**config.mk**
```make
export PLATFORM = sky130hd
export DESIGN_NAME = noc_packet_buffer
export DESIGN_NICKNAME = d
export VERILOG_FILES = /design/src/rtl/noc_packet_buffer.sv
export SDC_FILE = /design/constraint.sdc
export NUM_CORES = 1
export LEC_CHECK = 0
export CAP_MARGIN = 10
export CORE_ASPECT_RATIO = 1.2
export CORE_UTILIZATION = 53
export DETAILED_ROUTE_END_ITERATION = 10
export DONT_BUFFER_PORTS = 1
export PLACE_DENSITY = 0.74
export SKIP_CTS_REPAIR_TIMING = 1
export SLEW_MARGIN = 20
export SYNTH_ARGS = -nofsm -noshare
export SYNTH_HDL_FRONTEND = slang
export SYNTH_SLANG_ARGS = --single-unit
```
**constraint.sdc**
```tcl
create_clock -name clk -period 9.15 [get_ports clk]
set_input_delay 2.745 -clock clk [delete_from_list [all_inputs] [get_ports clk]]
set_output_delay 2.745 -clock clk [all_outputs]
set_load 0.02 [all_outputs]
```
**src/rtl/noc_packet_buffer.sv**
```systemverilog
// rtl/noc_packet_buffer.sv - store-and-forward flit buffer with cut-through escape for one NoC channel
module noc_packet_buffer #(
    parameter int FLIT_WIDTH = 32,
    parameter int DEPTH      = 16
) (
    input  logic                     clk,
    input  logic                     rst_n,
    input  logic [FLIT_WIDTH-1:0]    in_flit,
    input  logic                     in_last,
    input  logic                     in_valid,
    output logic                     in_ready,
    output logic [FLIT_WIDTH-1:0]    out_flit,
    output logic                     out_last,
    output logic                     out_valid,
    input  logic                     out_ready,
    output logic [$clog2(DEPTH):0]   fill_level,
    output logic [$clog2(DEPTH):0]   pkt_count
);

    localparam int AW = $clog2(DEPTH);
    localparam int CW = AW + 1;
    localparam logic [CW-1:0] FULL = CW'(DEPTH);

    // IDLE: head of buffer is a packet head, released only when complete
    // (or when the buffer is full). CUT: a packet is mid-way out and streams.
    typedef enum logic {
        ST_IDLE = 1'b0,
        ST_CUT  = 1'b1
    } state_t;

    state_t state_q, state_d;

    logic [FLIT_WIDTH:0] mem [DEPTH];
    logic [AW-1:0]       wr_ptr, rd_ptr;
    logic [CW-1:0]       fill_q, pkt_q;
    logic [FLIT_WIDTH:0] head;
    logic                wr_fire, rd_fire;
    logic                pkt_inc, pkt_dec;

    // Head flit is read straight from the RAM; no output register.
    assign head       = mem[rd_ptr];
    assign out_flit   = head[FLIT_WIDTH-1:0];
    assign out_last   = head[FLIT_WIDTH];

    assign in_ready   = (fill_q != FULL);
    assign fill_level = fill_q;
    assign pkt_count  = pkt_q;

    assign wr_fire    = in_valid & in_ready;
    assign rd_fire    = out_valid & out_ready;
    assign pkt_inc    = wr_fire & in_last;
    assign pkt_dec    = rd_fire & out_last;

    // RAM write port; contents survive reset, only pointers are cleared.
    always_ff @(posedge clk) begin
        if (wr_fire) begin
            mem[wr_ptr] <= {in_last, in_flit};
        end
    end

    // Pointers, occupancy and complete-packet count.
    always_ff @(posedge clk or negedge rst_n) begin
        if (!rst_n) begin
            wr_ptr <= '0;
            rd_ptr <= '0;
            fill_q <= '0;
            pkt_q  <= '0;
        end else begin
            if (wr_fire) begin
                wr_ptr <= wr_ptr + AW'(1);
            end
            if (rd_fire) begin
                rd_ptr <= rd_ptr + AW'(1);
            end
            if (wr_fire && !rd_fire) begin
                fill_q <= fill_q + CW'(1);
            end else if (!wr_fire && rd_fire) begin
                fill_q <= fill_q - CW'(1);
            end
            if (pkt_inc && !pkt_dec) begin
                pkt_q <= pkt_q + CW'(1);
            end else if (!pkt_inc && pkt_dec) begin
                pkt_q <= pkt_q - CW'(1);
            end
        end
    end

    // Release state register.
    always_ff @(posedge clk or negedge rst_n) begin
        if (!rst_n) begin
            state_q <= ST_IDLE;
        end else begin
            state_q <= state_d;
        end
    end

    // Output release rule and IDLE/CUT transitions.
    always_comb begin
        state_d   = state_q;
        out_valid = 1'b0;
        case (state_q)
            ST_IDLE: begin
                // Full buffer with no complete packet would deadlock, so
                // let its head out and switch to streaming.
                out_valid = (fill_q != '0) && ((pkt_q != '0) || (fill_q == FULL));
                if (out_valid && out_ready && !out_last && (pkt_q == '0)) begin
                    state_d = ST_CUT;
                end
            end
            ST_CUT: begin
                out_valid = (fill_q != '0);
                if (out_valid && out_ready && out_last) begin
                    state_d = ST_IDLE;
                end
            end
            default: begin
                state_d = ST_IDLE;
            end
        endcase
    end

endmodule

```
After elaboration in Yosys (flattened, before gate mapping) --
Memory sizes are Yosys's and may differ from the RTL's. Index checks and enable logic that the tools add are counted.
Cells by class: add/sub/neg operators 6, $mul 0, div/mod/pow operators 0, order comparisons 0, equal/unequal tests 2, shift-type cells 0, mux-type cells 10, bitwise operators 5, reductions and logical operators 21
Operator list (number):
- 5-bit 2-to-1 mux | 4
- 5-bit by 1-bit adder with 5-bit output, second input constant | 2
- 1-bit logical AND | 10
- 5-bit nonzero test | 2
- 5-bit by 1-bit subtractor with 5-bit output, second input constant | 2
- 4-bit by 1-bit adder with 4-bit output, second input constant | 2
- 5-bit == test, second input constant | 1
- 1-bit logical NOT | 5
- 5-bit logical NOT | 1
- 5-bit inequality test, second input constant | 1
- 1-bit bitwise AND | 4
- 1-bit 2-to-1 mux | 4
- 1-bit one-hot mux with 2 select lines | 2
- 2-bit nonzero test | 2
- 1-bit logical OR | 1
- 1-bit inverter | 1
Storage, ports and cells: bits in registers 19, latch bits 0, RAM bits 528, memory bits (read-only) 0, output and inout bits 45, word-level logic and storage cells 50, memories kept 1
Memory list:
- mem | words 16, width 33, read ports 1, clocked after Yosys merged registers in 0, wr ports 1, line 33 | logic [FLIT_WIDTH:0] mem [DEPTH];

Depth between registers and ports, before layout --
Gate-level depths: netlist of the first run.
depth in word-level cells 9, depth in mapped cells 14

Worst setup path before layout of the first run --
Ideal clock, no wire load.
kind input to register, from input in_valid, to memory mem[0][0] (netlist bit), enable pin, library setup time 464 ps, data arrival time 5407 ps, slack 3279 ps, cell stages on the path 4, buffers on the path 1, path through and2_1 > buf_2 > nand2_1 > nor3_1
Between the ends: cells in the longest elaborated chain, start to end 3
RTL lines:
- from (decl) | line 10 | input logic in_valid,
- 1-bit bitwise AND | line 49 | assign wr_fire = in_valid & in_ready;
- via wr_fire | line 37 | logic wr_fire, rd_fire;
- 1-bit 2-to-1 mux | line 56 | if (wr_fire) begin
- 1-bit 2-to-1 mux (not written as such) | line 57 | mem[wr_ptr] <= {in_last, in_flit};
- to (decl) | line 33
The timed path passes the listed nets, and every way through them passes these cells.

Final worst setup path of the first run --
from register rd_ptr[1], to output out_flit[9]
Between the ends: cells in the longest elaborated chain, start to end 1
RTL lines:
- from (decl) | line 34 | logic [AW-1:0] wr_ptr, rd_ptr;
- from (signal assigned) | line 73 | rd_ptr <= rd_ptr + AW'(1);
- memory read 16 x 33 bit
- to (decl) | line 12 | output logic [FLIT_WIDTH-1:0] out_flit,
Every way passes these cells.

==> impl_metrics.csv, run 1 <==
group,metric,value,unit
pwr,vdd_drop_max,0.000239,V
timing,worstMarginPinSlew,1.04,ns
logic_synthesis,syn-cell-area,0.0217,mm2
pwr,leakagePower,7.84,nW
clock_tree,clkTransAtPathRegs,0.07,ns
setup_path,path_cells,"buf_4 -> nand2_1 -> buf_4 -> o21ai_0 -> a21oi_1 -> a22oi_1 -> nand2_1",
layout,diodes,0,
placed_design,dpl_cell_area,0.0223,mm2
drt,drtAntennaViolNets,0,
timing,period_minus_slack,6.24,ns
logic_synthesis,synth-main-ff-cell,"edfxtp_1",
layout,area_growth,10.1,%
global_routing,grt_max_degree,103,
setup_path,crit_arrival,3.49,ns
drt,drt_iter0_drc,996,
pwr,p_seq_share,43.1,%
floorplanning,initial_utilization,54.1,%
job,drv_cap,0,
timing,rsz0062_at_grt,"false",
placed_design,pre_cts_slack,3.24,ns
pwr,power.net_switching,2.59,mW
logic_synthesis,muxShareOfSynthArea,13.3,%
setup_path,timing.rr.start,"rd_ptr[2]",
min_path,hp-start,"state_q",
pwr,switching_share,34.3,%
layout,n_fill_cell,2830,
clock_tree,cts_sinks,547,
logic_synthesis,synth_edf_count,528,
logic_synthesis,ys_ff_latch,547,
drt,firstDrtPassIters,5,
placed_design,gp_congestion,0.739,
placed_design,port_buffers,0,
timing,fin_crit_sh,68.2,%
floorplanning,core,0.0400,mm2
logic_synthesis,netlist_instances,1109,
layout,multi_input_area,0.00505,mm2
logic_synthesis,synth_compound_area_share,6.10,%
floorplanning,dieArea,0.0417,mm2
layout,drive_above_1_share,22.4,%
clock_tree,clock_path_buffers,3,
min_path,hold_end,"state_q",
setup_path,critPathTopFamily,"buffers and inverters",
floorplanning,die_w,187,um
floorplanning,num_io_pins,82,
floorplanning,rows,80,
timing,max_freq,0.160,GHz
setup_path,cp-end-kind,"primary output",
timing,setup_viol,0,
logic_synthesis,synth_xor_area_share,0.606,%
setup_path,cp_slowest_cell,"dfrtp_4",
floorplanning,die_h,223,um
logic_synthesis,synth_top_family_by_area,"multiplexers",
global_routing,antenna_found_initial,0,
setup_path,crit_type,"register to primary output",
clock_tree,numCtsBuffers,51,
layout,fin_nets,1182,
logic_synthesis,yosysWarnings,0,
drt,wirelength,43100,um
setup_path,critPathMaxStageDelay,0.81,ns
min_path,hold_depth,2,
pwr,power_density,317,mW/mm2
clock_tree,clock_latency,0.59,ns
min_path,hp-class,"register to register",
logic_synthesis,synth_area_per_cell,19.5,um2
setup_path,crit_buf_inv,2,
logic_synthesis,seq_area_frac_synth,75.4,%
timing,slew_viol_final,0,
drt,drc_errors,0,
logic_synthesis,synth_top_area_share,73.2,%
setup_path,critical_path_required,6.41,ns
setup_path,path_depth,7,
global_routing,grt_pass1_wl,65400,um
logic_synthesis,yosysMostFrequentCell,"edfxtp_1",
pwr,internal-power,4.97,mW
logic_synthesis,synth_cell_types,40,
run_status,status,"finished clean",
setup_path,crit_path_start_kind,"register",
placed_design,place_hpwl,23800,um
drt,via_per_inst,6.17,
timing,worst_slack,2.91,ns
clock_tree,htreeDepth,2,
logic_synthesis,yosys.area_share.adder,0.936,%
layout,final_cell_area,0.0238,mm2
logic_synthesis,syn-num-nets,1161,
setup_path,r2r_cells,14,
logic_synthesis,synth_area_leader_cell,"edfxtp_1",
global_routing,grt_use_total,21.1,%
setup_path,cp_max_fo,38,
logic_synthesis,synthTopCellsByCount,"edfxtp_1 (528), mux2i_1 (101), mux4_2 (66)",
pwr,power_frac_clock,25.7,%
timing,tns,0,ns
pwr,comb_power_share,31.2,%
global_routing,grt-ovfl-total,0,
setup_path,r2r_slack,4.97,ns
layout,regArea,0.0163,mm2
timing,skew,0.0242,ns
drt,vias,10500,
clock_tree,cts_tree,"done",
logic_synthesis,ys_async_sr_fraction,3.47,%
global_routing,grt_pass1_vias,10700,
clock_tree,root_buffer,"clkbuf_16",
timing,hold_viol,0,
setup_path,reg2reg_to,"pkt_count[4]",
logic_synthesis,synth_simple_gate_area_share,1.80,%
drt,wl_per_cell,25.3,um
logic_synthesis,ys_top_cells_by_area,"edfxtp_1 (73%), mux4_2 (6.9%), mux2i_1 (4.7%)",
timing,relSlewSlack,30.4,%
[worst max path at each step]
stage          startpoint          end  slack [ns]
3_5_place_dp    rd_ptr[2]  out_flit[0]        3.24
4_1_cts         rd_ptr[2]  out_flit[0]        2.64
6_report        rd_ptr[1]  out_flit[9]        2.91
2_1_floorplan    in_valid    mem[0][0]        3.28
3_3_place_gp    rd_ptr[2]  out_flit[1]        3.40
5_1_grt         rd_ptr[1]  out_flit[9]        2.69
[registers in the layout, summed over array words and instances (netlist names)]
| name | flops |
|---|---|
| fill_level | 5 |
| mem | 528 |
| pkt_count | 5 |
| rd_ptr | 4 |
| state_q | 1 |
| wr_ptr | 4 |
[worst reg2reg max path, stage by stage, from the launching register on]
cell	delay (ns)
dfrtp_2	0.34
buf_4	0.51
and2_2	0.47
buf_4	0.61
a221oi_1	0.21
o21ai_1	0.13
nand2_1	0.24
nand3_1	0.18
ha_1	0.21
inv_1	0.11
ha_1	0.33
a21o_1	0.19
a21oi_1	0.19
mux2i_1	0.24
xnor2_1	0.14
[cell usage in the layout, fill, tap and decap left out, types with 2 or more instances in the layout]
cell | Yosys | final
edfxtp_1 | 528 | 528
mux2i_1 | 101 | 101
mux4_2 | 66 | 66
clkbuf_16 | 0 | 52
nand2_1 | 45 | 45
o21ai_0 | 45 | 45
a21oi_1 | 37 | 37
a22oi_1 | 33 | 33
mux2_2 | 33 | 33
a221oi_2 | 29 | 29
o21ai_1 | 26 | 26
buf_4 | 16 | 26
clkinv_2 | 0 | 18
dfrtp_1 | 19 | 15
nor2_4 | 1 | 13
ha_1 | 13 | 13
xnor2_1 | 11 | 11
clkinv_1 | 0 | 11
inv_1 | 7 | 7
clkbuf_1 | 16 | 7
a221oi_1 | 4 | 4
nor2_1 | 16 | 4
nor3_2 | 0 | 4
a21o_1 | 4 | 4
xor2_1 | 4 | 4
nor2b_1 | 4 | 3
nand3_1 | 2 | 2
nand2b_1 | 2 | 2
nand4_1 | 2 | 2
fa_1 | 2 | 2
clkinv_4 | 0 | 2
clkinvlp_4 | 0 | 2
buf_12 | 0 | 2
dfrtp_4 | 0 | 2
dfrtp_2 | 0 | 2
[power by group through the flow]
stage	Sequential, mW	Combinational, mW	Clock (mW)
after floorplan	3.19	1.95	0
after global placement	3.30	2.32	0
after detailed placement	3.31	2.37	0
after CTS	3.26	2.38	1.96
after global routing	3.29	2.54	2.06
final	3.26	2.36	1.94
[logic make-up after synthesis]
group	Yosys count
AO/OA/AOI/OAI	181
multiplexers	201
flip-flops	547
buffers and inverters	67
adder cells (fa/ha/maj)	15
AND/OR/NAND/NOR	83
XOR/XNOR	15
[routing by layer]
layer | part of all wire [%] | wire (um) | global-route usage (%) | up-vias
met5 | 0 | 0 | 0 | -
met4 | 3.0 | 1290 | 7.67 | 0
met3 | 6.7 | 2870 | 3.65 | 94
met2 | 50 | 21400 | 35.2 | 368
met1 | 41 | 17500 | 28.2 | 5502
li1 | - | - | - | 4553
[cell type report]
class                      instances  share of cell area [%]
multi-input combinational        495                    21.2
timing repair buffer              28                   0.986
clock buffer                      60                    5.62
inverter                           7                   0.110
clock inverter                    35                   0.792
sequential                       547                    68.5
tap                              533                    2.80
[stage by stage]
step	cells	hold slack [ns]	util [%]	power [mW]
finish	1705	0.542	59.6	7.56
global route	1705	0.610	59.6	7.88
CTS	1704	0.545	59.5	7.60
detailed placement	1609	0.532	55.7	5.68
global placement	1609	0.511	55.7	5.62
floorplan	1109	0.497	-	5.13
No activity file was read; power rests on OpenSTA's default activity.
==> run 2, diff against run 1 <==
--- a/config.mk
+++ b/config.mk
@@ -10,7 +10,7 @@
 export CORE_UTILIZATION = 53
 export DETAILED_ROUTE_END_ITERATION = 10
 export DONT_BUFFER_PORTS = 1
-export PLACE_DENSITY = 0.74
+export PLACE_DENSITY = 0.77
 export SKIP_CTS_REPAIR_TIMING = 1
 export SLEW_MARGIN = 20
 export SYNTH_ARGS = -nofsm -noshare
==> constraint.sdc (replaced) <==
create_clock -name clk -period 5.7 [get_ports clk]
set_input_delay 1.71 -clock clk [delete_from_list [all_inputs] [get_ports clk]]
set_output_delay 1.71 -clock clk [all_outputs]
set_load 0.02 [all_outputs]
==> run 2 against run 1 <==
- worst setup slack worse by 2.1 ns
- worst hold slack better by 0.0043 ns
- die area unchanged
- wire length up 2.1%
- largest power group unchanged
==> impl_metrics.csv, run 2 (same netlist as run 1, synthesis figures left out) <==
group,metric,value,unit
run_status,status,"finished clean",
timing,slew_viol_final,0,
global_routing,grt_use_total,21.4,%
timing,fin_crit_sh,85.4,%
drt,wl_per_cell,25.8,um
clock_tree,clkTransAtPathRegs,0.06,ns
layout,area_growth,10.5,%
setup_path,critPathMaxStageDelay,1.01,ns
floorplanning,core,0.0400,mm2
timing,rsz0062_at_grt,"false",
clock_tree,clock_latency,0.57,ns
clock_tree,numCtsBuffers,50,
timing,worstMarginPinSlew,1.11,ns
layout,multi_input_area,0.00505,mm2
timing,setup_viol,0,
drt,drtAntennaViolNets,0,
drt,via_per_inst,6.18,
drt,vias,10500,
pwr,vdd_drop_max,0.000381,V
timing,tns,0,ns
layout,mostFrequentLayoutCells,"edfxtp_1 (528), mux2i_1 (101), mux4_2 (66), clkbuf_16 (53)",
layout,drive_above_1_share,21.8,%
drt,drc_errors,0,
floorplanning,die_w,187,um
timing,hold_viol,0,
global_routing,grt_max_degree,53,
layout,top_register,"mem",
drt,drt_iter0_drc,920,
min_path,hp-class,"register to register",
global_routing,antenna_found_initial,1,
floorplanning,initial_utilization,54.1,%
clock_tree,cts_sinks,547,
floorplanning,rows,80,
setup_path,crit_path_start_kind,"register",
layout,largest_reg_flops,528,
layout,instances_no_fill,1703,
pwr,leakagePower,7.87,nW
layout,final_cell_area,0.0239,mm2
timing,worst_slack,0.832,ns
clock_tree,clock_path_buffers,3,
setup_path,cp_max_fo,48,
placed_design,port_buffers,0,
floorplanning,die_h,223,um
placed_design,dpl_cell_area,0.0224,mm2
pwr,power_density,511,mW/mm2
setup_path,crit_buf_inv,1,
drt,firstDrtPassIters,5,
setup_path,critical_path_required,3.99,ns
layout,n_fill_cell,2796,
placed_design,gp_congestion,0.734,
drt,wirelength,43900,um
setup_path,critPathTopFamily,"flip-flops",
setup_path,cp_slowest_cell,"dfrtp_4",
setup_path,crit_type,"register to primary output",
setup_path,crit_arrival,3.16,ns
setup_path,cp-end-kind,"primary output",
timing,max_freq,0.205,GHz
clock_tree,root_buffer,"clkbuf_16",
clock_tree,htreeDepth,2,
timing,period_minus_slack,4.87,ns
floorplanning,dieArea,0.0417,mm2
timing,skew,0.00918,ns
global_routing,grt_pass1_vias,11000,
layout,regArea,0.0163,mm2
global_routing,grt_pass1_wl,66300,um
clock_tree,cts_tree,"done",
global_routing,grt-ovfl-total,0,
job,drv_cap,0,
setup_path,path_cells,"buf_4 -> mux2_2 -> o21ai_0 -> a21oi_1 -> a22oi_1 -> nand2_1",
placed_design,pre_cts_slack,1.46,ns
placed_design,place_hpwl,24300,um
timing,relSlewSlack,26.1,%
layout,diodes,0,
floorplanning,num_io_pins,82,
layout,final_common_cell,"edfxtp_1",
layout,fin_nets,1187,
placed_design,dpl.cell_count,1616,
[run 2: final cells by class]
class | count | share of cell area (%)
sequential | 547 | 68.2
multi-input combinational | 495 | 21.1
clock buffer | 63 | 5.69
tap | 533 | 2.78
timing repair buffer | 34 | 1.38
clock inverter | 24 | 0.700
inverter | 7 | 0.110
[run 2: routing by layer]
layer	global-route usage (%)	wire, um	vias up
met3	4.15	3400	76
met2	35.7	22000	399
li1	-	-	4566
met5	0	0	-
met4	6.16	865	0
met1	28.7	17700	5492
[run 2: where the power goes]
| part | internal [mW] | switching [mW] |
|---|---|---|
| clock | 1.77 | 1.38 |
| sequential | 4.87 | 0.420 |
| combinational | 1.48 | 2.32 |
[run 2: per-stage QoR]
| stage | util [%] | hold slack (ns) | power (mW) |
|---|---|---|---|
| global placement | 56.0 | 0.514 | 9.08 |
| floorplan | - | 0.497 | 8.24 |
| global route | 59.8 | 0.597 | 12.7 |
| finish | 59.8 | 0.546 | 12.2 |
| detailed placement | 56.0 | 0.538 | 9.19 |
| CTS | 59.8 | 0.554 | 12.3 |
[run 2: worst register-to-register path: stages (launching register included)]
cell and delay [ns]:
dfrtp_4 0.85, and2_2 0.52, buf_4 0.43, a22oi_1 0.17, o211ai_1 0.12, nand2_1 0.28
nand3_1 0.19, ha_1 0.22, inv_1 0.11, ha_1 0.33, a21o_1 0.19, a21oi_1 0.17
mux2i_1 0.23, xnor2_1 0.13
[run 2: worst paths after layout]
kind	from	to	slack, ns	depth (start not counted)
max	rd_ptr[0]	out_flit[20]	0.83	6
min reg2reg	state_q	state_q	0.55	2
max reg2reg	rd_ptr[1]	pkt_count[4]	1.69	13
max in group asynchronous	rst_n	rd_ptr[1]	4.78	0
min in group asynchronous	rst_n	fill_level[2]	0.83	0
min	state_q	state_q	0.55	2
